## config.mk

```make
export PLATFORM = sky130hd
export DESIGN_NAME = rr_arbiter
export DESIGN_NICKNAME = d
export VERILOG_FILES = /design/src/rtl/rr_arbiter.sv
export SDC_FILE = /design/constraint.sdc
export NUM_CORES = 1
export LEC_CHECK = 0
export BUFFER_PORTS_ARGS = -buffer_cell sky130_fd_sc_hd__buf_2
export CAP_MARGIN = 20
export CORE_AREA = 2 2 39 41
export DETAILED_ROUTE_END_ITERATION = 6
export DIE_AREA = 0 0 41 43
export GPL_TIMING_DRIVEN = 0
export PLACE_DENSITY_LB_ADDON = 0.1
export SETUP_SLACK_MARGIN = 0.5
export SYNTH_ARGS = -nofsm -noshare
export SYNTH_HDL_FRONTEND = slang
export SYNTH_SLANG_ARGS = --single-unit
export TNS_END_PERCENT = 20
```

## constraint.sdc

```tcl
create_clock -name clk -period 3.9 [get_ports clk]
set_input_delay 0.78 -clock clk [delete_from_list [all_inputs] [get_ports clk]]
set_output_delay 0.78 -clock clk [all_outputs]
set_load 0.005 [all_outputs]
```

## src/rtl/rr_arbiter.sv

```systemverilog
// Round-robin arbiter with lock-until-release grants and registered one-hot output.
// Optional hold timeout enabled by defining RR_ARB_TIMEOUT_EN (uses MAX_HOLD).
module rr_arbiter #(
   parameter int N        = 4,
   parameter int MAX_HOLD = 16
) (
   input  logic                 clk,
   input  logic                 rst_n,
   input  logic [N-1:0]         req,
   output logic [N-1:0]         grant,
   output logic [$clog2(N)-1:0] grant_idx,
   output logic                 grant_vld
);

   localparam int IW = $clog2(N);

   typedef enum logic {IDLE, GRANT} state_t;

   if (N < 2 || MAX_HOLD < 1) begin : g_bad_cfg
      $error("rr_arbiter: need N >= 2 and MAX_HOLD >= 1");
   end

   state_t         state_q, state_d;
   logic [N-1:0]   grant_d;
   logic [IW-1:0]  idx_d;
   logic [IW-1:0]  ptr_q, ptr_d;
   logic [N-1:0]   masked;
   logic [IW-1:0]  win;
   logic           timeout;

`ifdef RR_ARB_TIMEOUT_EN
   localparam int CW = $clog2(MAX_HOLD + 1);
   logic [CW-1:0]  cnt_q, cnt_d;

   // Count grant cycles; clear on entry to GRANT
   always_ff @(posedge clk or negedge rst_n) begin
      if (!rst_n) cnt_q <= '0;
      else        cnt_q <= cnt_d;
   end

   // Expire on the last allowed cycle so the grant lasts exactly MAX_HOLD cycles
   always_comb begin
      timeout = (state_q == GRANT) && (cnt_q == CW'(MAX_HOLD - 1));
      cnt_d   = cnt_q;
      if (state_q == IDLE)  cnt_d = '0;
      else if (!timeout)    cnt_d = cnt_q + 1'b1;
   end
`else
   assign timeout = 1'b0;
`endif

   // Rotate priority: first set bit above last winner, else wrap to lowest set bit
   always_comb begin
      logic found;
      found = 1'b0;
      win   = '0;
      for (int i = 0; i < N; i++)
         masked[i] = req[i] && (i > int'(ptr_q));
      for (int i = 0; i < N; i++) begin
         if (!found && masked[i]) begin
            win   = IW'(i);
            found = 1'b1;
         end
      end
      for (int i = 0; i < N; i++) begin
         if (!found && req[i]) begin
            win   = IW'(i);
            found = 1'b1;
         end
      end
   end

   // State and grant registers
   always_ff @(posedge clk or negedge rst_n) begin
      if (!rst_n) begin
         state_q   <= IDLE;
         grant     <= '0;
         grant_idx <= '0;
         ptr_q     <= IW'(N - 1);
      end else begin
         state_q   <= state_d;
         grant     <= grant_d;
         grant_idx <= idx_d;
         ptr_q     <= ptr_d;
      end
   end

   // Next-state: arbitrate in IDLE, hold in GRANT until release or timeout
   always_comb begin
      state_d = state_q;
      grant_d = grant;
      idx_d   = grant_idx;
      ptr_d   = ptr_q;
      unique case (state_q)
         IDLE: begin
            grant_d = '0;
            idx_d   = '0;
            if (|req) begin
               grant_d[win] = 1'b1;
               idx_d        = win;
               ptr_d        = win;
               state_d      = GRANT;
            end
         end
         GRANT: begin
            if (!req[grant_idx] || timeout) begin
               grant_d = '0;
               idx_d   = '0;
               state_d = IDLE;
            end
         end
         default: state_d = IDLE;
      endcase
   end

   assign grant_vld = |grant;

endmodule

```

==> impl_metrics.csv, run 1 <==
group,metric,value,unit
cts,cts_tree,"done",
timing,worst_slew_pin_slew,427,ps
setup_path,crit_arrival,1280,ps
setup_path,crit_path_end_kind,"output pin",
final_layout,drive_above_1_share,40.0,%
pwr,vdd_ir_drop_max,325,uV
pwr,p_leak,0.297,nW
synth,yosysSeqAreaShare,48.1,%
global_route,antenna_found_initial,0,
final_layout,ff_latch_area,228,um^2
global_route,grt_pass1_vias,360,
timing,rsz0062_at_grt,"no",
synth,netlist.area_leader.share,37.0,%
final_layout,finalNonFillerCells,76,
synth,synth_top_family_by_area,"compound AO/OA/AOI/OAI gates",
route,ant_nets,0,
cts,cts_sinks,9,
setup_path,cp_slowest_cell,"or4_1",
setup_path,cpPeakStageDelay,500,ps
synth,synth_xor_area_share,0,%
cts,path_clk_slew,60,ps
die,core_area,0.00138,mm^2
place,gp_congestion,0.712,
pwr,p_per_area,799,mW/mm^2
setup_path,worst-path-max-fanout,3,
timing,finalHoldViolCount,0,
place,dp.cells,72,
synth,muxShareOfSynthArea,6.35,%
synth,ys_warn_count,0,
synth,synthCells,44,
timing,fin_ws,1840,ps
hold_path,min_path_type,"in -> async",
synth,syn_nets,50,
synth,yosysUniqueCellTypes,21,
synth,synthAdderAreaFrac,0,%
setup_path,crit_family,"simple AND/OR/NAND/NOR gates",
route,via_per_inst,5.20,
final_layout,fill_cells,139,
setup_path,cp.required,3120,ps
cts,clock_latency,260,ps
cts,clk_path_buf_depth,2,
setup_path,path_cells,"or4_1, buf_2",
timing,setup_viol,0,
route,wl_per_cell,12.4,um
timing,min_period,2060,ps
status,outcome,"completed",
route,drtPass1Iterations,4,
setup_path,setup.worst_path.class,"reg -> out",
synth,ys_ff_latch,9,
place,post-place-ws,2060,ps
flow_run,cap_viol_max_count,0,
global_route,grt_start_max_net_pins,10,
cts,cts_hold_buffers,0,
timing,fin_setup_tns,0,ps
route,route.detailed.drc,0,
final_layout,areaGrowthSynthToFinish,22.5,%
final_layout,final_cell_mix,"buf_2, nand2_1, dfrtp_1",
setup_path,path_buf_inv,1,
place,portBuffers,12,
synth,yosys.area_share.simple,16.7,%
timing,slew_headroom,71.6,%
route,vias,395,
die,start_util,34.2,%
setup_path,startpoint_type,"flip-flop",
timing,max_freq,485,MHz
synth,synth.cell_area,473,um^2
final_layout,multiInputGateArea,234,um^2
cts,cts_resized,0,
global_route,grtUsageTotal,12.5,%
cts,cts_buffers,3,
global_route,overflow,0,
cts,clockRootBuffer,"clkbuf_4",
synth,synth.area.top_cells,"dfrtp_1, dfstp_2, mux2i_1, nand2_1, a21o_1",
die,pin_count,13,
place,place_hpwl,716,um
timing,finalCritPeriodShare,52.9,%
timing,skew,0.615,ps
timing,maxSlewViolCount,0,
final_layout,final_common_cell,"buf_2",
cts,postCtsSetupBuffers,0,
die,die_w,41,um
route,drtIter0Drc,5,
die,chipHeight,43,um
final_layout,antennaDiodeCount,0,
cts,ctsHtreeMaxLevel,1,
final_layout,finalNetCount,67,
die,rows,14,
global_route,grt_pass1_wl,1460,um
route,wl,944,um
die,fp.dieArea,0.00176,mm^2
synth,syn_avg_cell_area,10.7,um^2
synth,synth-compound-area-share,26.5,%
synth,synth_top_area_cell,"dfrtp_1",
-- flip-flops by register name (all words and copies together) (netlist names) --
signal / count
state_q: 1
ptr_q: 2
grant_idx: 2
grant: 4
-- worst register-to-register path, delay by kind of cell (launching register included) --
family / cells / cell delay [ps]
DFF: 1 / 520
AOI/OAI and AO/OA: 2 / 440
and+or+nand+nor: 2 / 270
buffers and inverters: 1 / 110
-- cell usage after synthesis (all sizes together) --
master and n:
and2b 1, o221a 1, nand3b 1, nand2 7, dfstp 2, a22o 1
or4 1, o22ai 2, nor2 3, o31ai 1, a21o 4, o21ai 2
a31o 1, a21oi 2, nand2b 3, buf 1, mux2i 3, dfrtp 7
a32o 1
-- per-stage QoR --
step | cell area [um^2] | hold WS, ps | utilization (%) | total power, mW
after detailed placement | 553 | 499 | 40.0 | 0.391
after global placement | 553 | 494 | 40.0 | 0.394
after global routing | 579 | 363 | 41.9 | 0.500
after CTS | 579 | 357 | 41.9 | 0.467
after floorplan | 473 | 476 | - | 0.320
final | 579 | 357 | 41.9 | 0.463
-- per-layer routing --
metal / share of wire (%) / GRT usage, %
met2: 45 / 18.4
met5: 0 / 0
met3: 4.4 / 3.14
met4: 2.0 / 6.00
met1: 49 / 16.4
-- final timing paths --
path / startpoint / to / slack, ps / cells after the start
setup / recovery: grant[1] / grant_vld / 1840 / 2
hold / removal: rst_n / state_q / 360 / 1
setup reg to reg: ptr_q[1] / grant[2] / 2490 / 5
hold reg to reg: grant[1] / grant[1] / 500 / 2
max in group asynchronous: rst_n / ptr_q[1] / 3300 / 1
min in group clk: grant[1] / grant[1] / 500 / 2
-- report_power, final --
| group | leakage, nW | internal, mW | switching (mW) |
|---|---|---|---|
| Combinational | 0.170 | 0.110 | 0.0963 |
| Clock | 0.0150 | 0.0395 | 0.0332 |
| Sequential | 0.111 | 0.145 | 0.0388 |
-- cell type report --
cell class,count,area share (%)
clock buffers,4,4.54
flip-flops and latches,9,39.3
repair buffers,12,10.4
plain buffers,1,1.94
well taps,16,3.46
multi-input cells,34,40.4
-- cells by family (layout without fill, tap and decap cells) --
family | Yosys count | after routing
AND/OR/NAND/NOR | 16 | 16
AO/OA/AOI/OAI | 15 | 15
flip-flops | 9 | 9
multiplexers | 3 | 3
buffers and inverters | 1 | 17
Note: power is estimated with default switching activity, not from simulation.
==> run 2: changes to the inputs <==
Settings changed: ABC_AREA set to 1.
Clock period 3.9 ns to 1.7 ns, I/O delays scaled along.
==> run 2 against run 1 <==
Effect of this change:
- sequential share of layout area fell by 6.5 points
- largest power group unchanged
- synthesized area increased by 15%
- largest cell class unchanged
- highest routed layer unchanged
- non-clock buffer count is 1 higher
- critical path type unchanged
- clock power up 120%
==> impl_metrics.csv, run 2 <==
group,metric,value,unit
synth,synth_top_area_cell,"dfrtp_1",
die,pin_count,13,
cts,path_clk_slew,60,ps
timing,skew,3.38,ps
route,vias,516,
die,rows,14,
global_route,grt_pass1_vias,467,
die,die_w,41,um
setup_path,worst-path-max-fanout,3,
hold_path,min_path_type,"in -> reg",
cts,clock_latency,250,ps
timing,slew_headroom,74.7,%
route,drtPass1Iterations,4,
pwr,p_per_area,1610,mW/mm^2
synth,ys_ff_latch,9,
place,place_hpwl,909,um
final_layout,largest_reg_flops,4,
synth,synth_edf_count,0,
global_route,grt_start_max_net_pins,10,
flow_run,cap_viol_max_count,0,
final_layout,regMostFlops,"grant",
die,start_util,39.4,%
timing,min_period,1610,ps
global_route,grt_pass1_wl,1910,um
pwr,p_leak,0.395,nW
timing,setup_viol,0,
final_layout,drive_above_1_share,35.5,%
cts,clk_path_buf_depth,2,
final_layout,reg_top3,"grant x4, grant_idx x2, ptr_q x2",
place,portBuffers,12,
route,ant_nets,0,
die,chipHeight,43,um
timing,rsz0062_at_grt,"yes",
route,wl,1200,um
setup_path,cp.required,1360,ps
synth,syn_nets,81,
route,via_per_inst,4.73,
final_layout,areaGrowthSynthToFinish,27.1,%
global_route,grtUsageTotal,17.2,%
status,outcome,"completed",
timing,fin_setup_tns,0,ps
timing,finalHoldViolCount,0,
cts,cts_tree,"done",
die,core_area,0.00138,mm^2
synth,synthTopCellsByCount,"nand2_1, inv_1, nor2_1, dfrtp_1",
setup_path,worst_r2r_path_depth,7,
final_layout,finalNonFillerCells,109,
global_route,overflow,0,
setup_path,setup.worst_path.class,"reg -> out",
synth,syn_avg_cell_area,7.27,um^2
synth,ys_warn_count,0,
synth,synth_most_common_cell,"nand2_1",
synth,synthCells,75,
route,route.detailed.drc,0,
final_layout,finalNetCount,100,
die,fp.dieArea,0.00176,mm^2
final_layout,antennaDiodeCount,0,
timing,finalCritPeriodShare,94.9,%
synth,yosysSeqAreaShare,41.7,%
pwr,vdd_ir_drop_max,608,uV
cts,cts_sinks,9,
final_layout,final_common_cell,"nand2_1",
final_layout,final_cell_mix,"nand2_1, buf_2, nor2_1, inv_1, dfrtp_1",
synth,synth.cell_area,546,um^2
setup_path,crit_path_end_kind,"output pin",
cts,clockRootBuffer,"clkbuf_4",
timing,max_freq,620,MHz
place,dp.cells,103,
setup_path,startpoint_type,"flip-flop",
cts,cts_buffers,3,
synth,yosysUniqueCellTypes,20,
timing,maxSlewViolCount,0,
setup_path,crit_arrival,1270,ps
synth,async_flop_share,100,%
synth,synth.area.top_cells,"dfrtp_1, nand2_1, dfstp_2, inv_1, nor2_1",
cts,ctsHtreeMaxLevel,1,
global_route,antenna_found_initial,0,
hold_path,hold_depth,3,
route,wl_per_cell,11.0,um
timing,worst_slew_pin_slew,376,ps
synth,netlist.area_leader.share,32.1,%
synth,synth_ff_type,"dfrtp_1",
place,gp_congestion,0.859,
route,drtIter0Drc,8,
-- run 2: logic make-up (layout without fill, tap and decap cells) --
| kind of cell | count (synthesis) | count (layout) | synth area share, % |
|---|---|---|---|
| DFF | 9 | 9 | 41.7 |
| AOI/OAI and AO/OA | 9 | 9 | 11.9 |
| buffers and inverters | 13 | 31 | 8.95 |
| and+or+nand+nor | 44 | 44 | 37.4 |
-- run 2: layout make-up --
class	count	area [um^2]
Fill cell	142	691
Clock buffer	4	26.3
Inverter	13	48.8
Timing Repair Buffer	14	77.6
Multi-Input combinational cell	53	293
Sequential cell	9	228
Tap cell	16	20.0
-- run 2: routing by layer --
metal	GRT usage, %	vias up	share of wire [%]
met4	14.0	0	1.4
met1	21.6	228	47
met5	0	-	0
met3	4.71	2	3.2
li1	-	277	-
met2	23.4	9	48
-- run 2: power breakdown --
part	switching (mW)	internal (mW)
logic	0.315	0.224
registers	0.0886	0.329
clock network	0.0691	0.0901
total	0.473	0.643
-- run 2: path summary, 6_finish.rpt --
check                           startpoint            to  slack (ps)
worst min-delay path                req[0]      grant[0]         400
max in group asynchronous            rst_n      ptr_q[0]         990
worst max-delay path              grant[3]     grant_vld          90
worst min register to register    ptr_q[0]      ptr_q[0]         490
min in group asynchronous            rst_n      grant[1]         460
worst max register to register    ptr_q[1]  grant_idx[0]         380
-- run 2: repair_timing --
item	4_1_cts	5_1_grt
hold buffers	1	0
buffers inserted	0	1
pin swaps	1	5
gates cloned	0	0
setup endpoints to repair	8	11
resized for setup	0	6
endpoints found under the hold margin	7	0
-- run 2: through the flow --
step | hold WS (ps) | instance area, um^2 | setup slack, ps | util, % | total power [mW]
floorplan | 44.4 | 546 | 451 | - | 0.750
global placement | 198 | 626 | 350 | 45.2 | 0.912
detailed placement | 202 | 626 | 352 | 45.2 | 0.914
CTS | 386 | 662 | 68.6 | 47.8 | 1.09
global route | 405 | 693 | 30.3 | 50.1 | 1.24
finish | 402 | 693 | 86.6 | 50.1 | 1.12
-- run 2: worst max-delay path: stages (launching register included) --
cell and delay (ps):
dfrtp_1 380, or4_1 500, buf_2 140
==> run 3: changes to the inputs <==
Settings changed: SETUP_SLACK_MARGIN 0.5 to not set.
==> run 3 against run 2 <==
Effect of this change:
- sequential cell count did not move
- critical path depth did not move
- hold slack got worse by 0.65 ps
- first-iteration DRC count did not move
- clock-buffer cell count did not move
- largest power group unchanged
==> impl_metrics.csv, run 3 (synthesis gave the netlist of run 2 again) <==
group,metric,value,unit
hold_path,min_path_type,"in -> reg",
route,route.detailed.drc,0,
cts,path_clk_slew,60,ps
final_layout,areaGrowthSynthToFinish,21.3,%
cts,clock_latency,250,ps
final_layout,drive_above_1_share,31.5,%
timing,min_period,1620,ps
final_layout,antennaDiodeCount,0,
place,gp_congestion,0.859,
place,portBuffers,12,
route,drtIter0Drc,8,
cts,cts_tree,"done",
hold_path,hold_depth,3,
cts,ctsHtreeMaxLevel,1,
place,place_hpwl,909,um
global_route,grt_start_max_net_pins,10,
timing,finalHoldViolCount,0,
cts,clockRootBuffer,"clkbuf_4",
timing,maxSlewViolCount,0,
cts,cts_buffers,3,
final_layout,finalNetCount,99,
timing,slew_headroom,74.7,%
setup_path,worst-path-max-fanout,3,
final_layout,stdcell_area,662,um^2
route,via_per_inst,4.71,
die,start_util,39.4,%
route,drtPass1Iterations,6,
global_route,antenna_found_initial,0,
pwr,vdd_ir_drop_max,624,uV
timing,skew,3.37,ps
route,vias,509,
final_layout,reg_top3,"grant x4, grant_idx x2, ptr_q x2",
status,outcome,"completed",
final_layout,final_common_cell,"nand2_1",
place,placed_area,626,um^2
pwr,p_per_area,1610,mW/mm^2
timing,rsz0062_at_grt,"no",
route,wl,1140,um
pwr,p_total,1.07,mW
final_layout,regMostFlops,"grant",
die,chipHeight,43,um
global_route,grt_pass1_vias,464,
pwr,p_leak,0.388,nW
final_layout,largest_reg_flops,4,
timing,max_freq,617,MHz
route,ant_nets,0,
die,fp.dieArea,0.00176,mm^2
timing,worst_slew_pin_slew,376,ps
cts,cts_sinks,9,
setup_path,crit_path_end_kind,"output pin",
final_layout,final_cell_mix,"nand2_1, buf_2, inv_1, nor2_1, dfrtp_1",
setup_path,crit_arrival,1280,ps
timing,setup_viol,0,
die,core_area,0.00138,mm^2
route,wl_per_cell,10.5,um
setup_path,worst_r2r_path_depth,8,
global_route,grtUsageTotal,17.0,%
flow_run,cap_viol_max_count,0,
setup_path,startpoint_type,"flip-flop",
die,die_w,41,um
cts,clk_path_buf_depth,2,
die,pin_count,13,
global_route,overflow,0,
timing,finalCritPeriodShare,95.3,%
timing,fin_setup_tns,0,ps
cts,cts_resized,0,
setup_path,setup.worst_path.class,"reg -> out",
global_route,grt_pass1_wl,1880,um
die,rows,14,
setup_path,cp.required,1360,ps
[run 3: changes by cell type in the layout (fill, tap and decap cells not counted)]
cell     previous run  this run
nand4_2             0         1
inv_2               4         3
nand2_1            20        22
buf_4               1         0
inv_1               9        10
nand2_4             2         0
nand4_4             1         0
[run 3: per-stage QoR]
stage / instances / utilization, % / setup WS [ps] / hold WS, ps
floorplan: 75 / - / 451 / 44.4
global placement: 103 / 45.2 / 350 / 198
detailed placement: 103 / 45.2 / 352 / 202
CTS: 108 / 47.8 / 58.2 / 386
global route: 108 / 47.8 / 25.0 / 405
finish: 108 / 47.8 / 79.7 / 401
[run 3: final cells by class]
cell class / count / area (um^2)
timing repair buffer: 13 / 70.1
multi-input combinational: 53 / 269
sequential: 9 / 228
fill: 143 / 722
clock buffer: 4 / 26.3
inverter: 13 / 48.8
tap: 16 / 20.0
[run 3: layer usage]
metal / GRT usage (%) / vias up / routed length, um
li1: - / 274 / -
met1: 20.9 / 226 / 556
met2: 23.4 / 7 / 528
met3: 4.71 / 2 / 36
met4: 14.0 / 0 / 17
met5: 0 / - / 0
[run 3: worst paths after layout]
| kind | startpoint | to | slack, ps |
|---|---|---|---|
| worst max-delay path | grant[1] | grant_vld | 80 |
| worst min-delay path | req[0] | grant[0] | 400 |
| worst max register to register | ptr_q[1] | grant_idx[1] | 390 |
| worst min register to register | ptr_q[0] | ptr_q[0] | 490 |
| max in group asynchronous | rst_n | ptr_q[0] | 990 |
| min in group asynchronous | rst_n | grant[1] | 460 |
[run 3: where the power goes]
group / leakage, nW / internal (mW) / total, mW / switching (mW)
Clock: 0.0150 / 0.0901 / 0.159 / 0.0691
Combinational: 0.261 / 0.206 / 0.500 / 0.294
Sequential: 0.111 / 0.328 / 0.410 / 0.0813
Total: 0.388 / 0.624 / 1.07 / 0.444
[run 3: worst max-delay path: stages, from the launching register on]
cell,delay (ps)
dfrtp_1,390
or4_1,500
buf_2,140
[run 3: timing repair]
item | CTS | global route
buffers inserted | 0 | 0
hold endpoints to repair | 7 | 0
hold buffers | 1 | 0
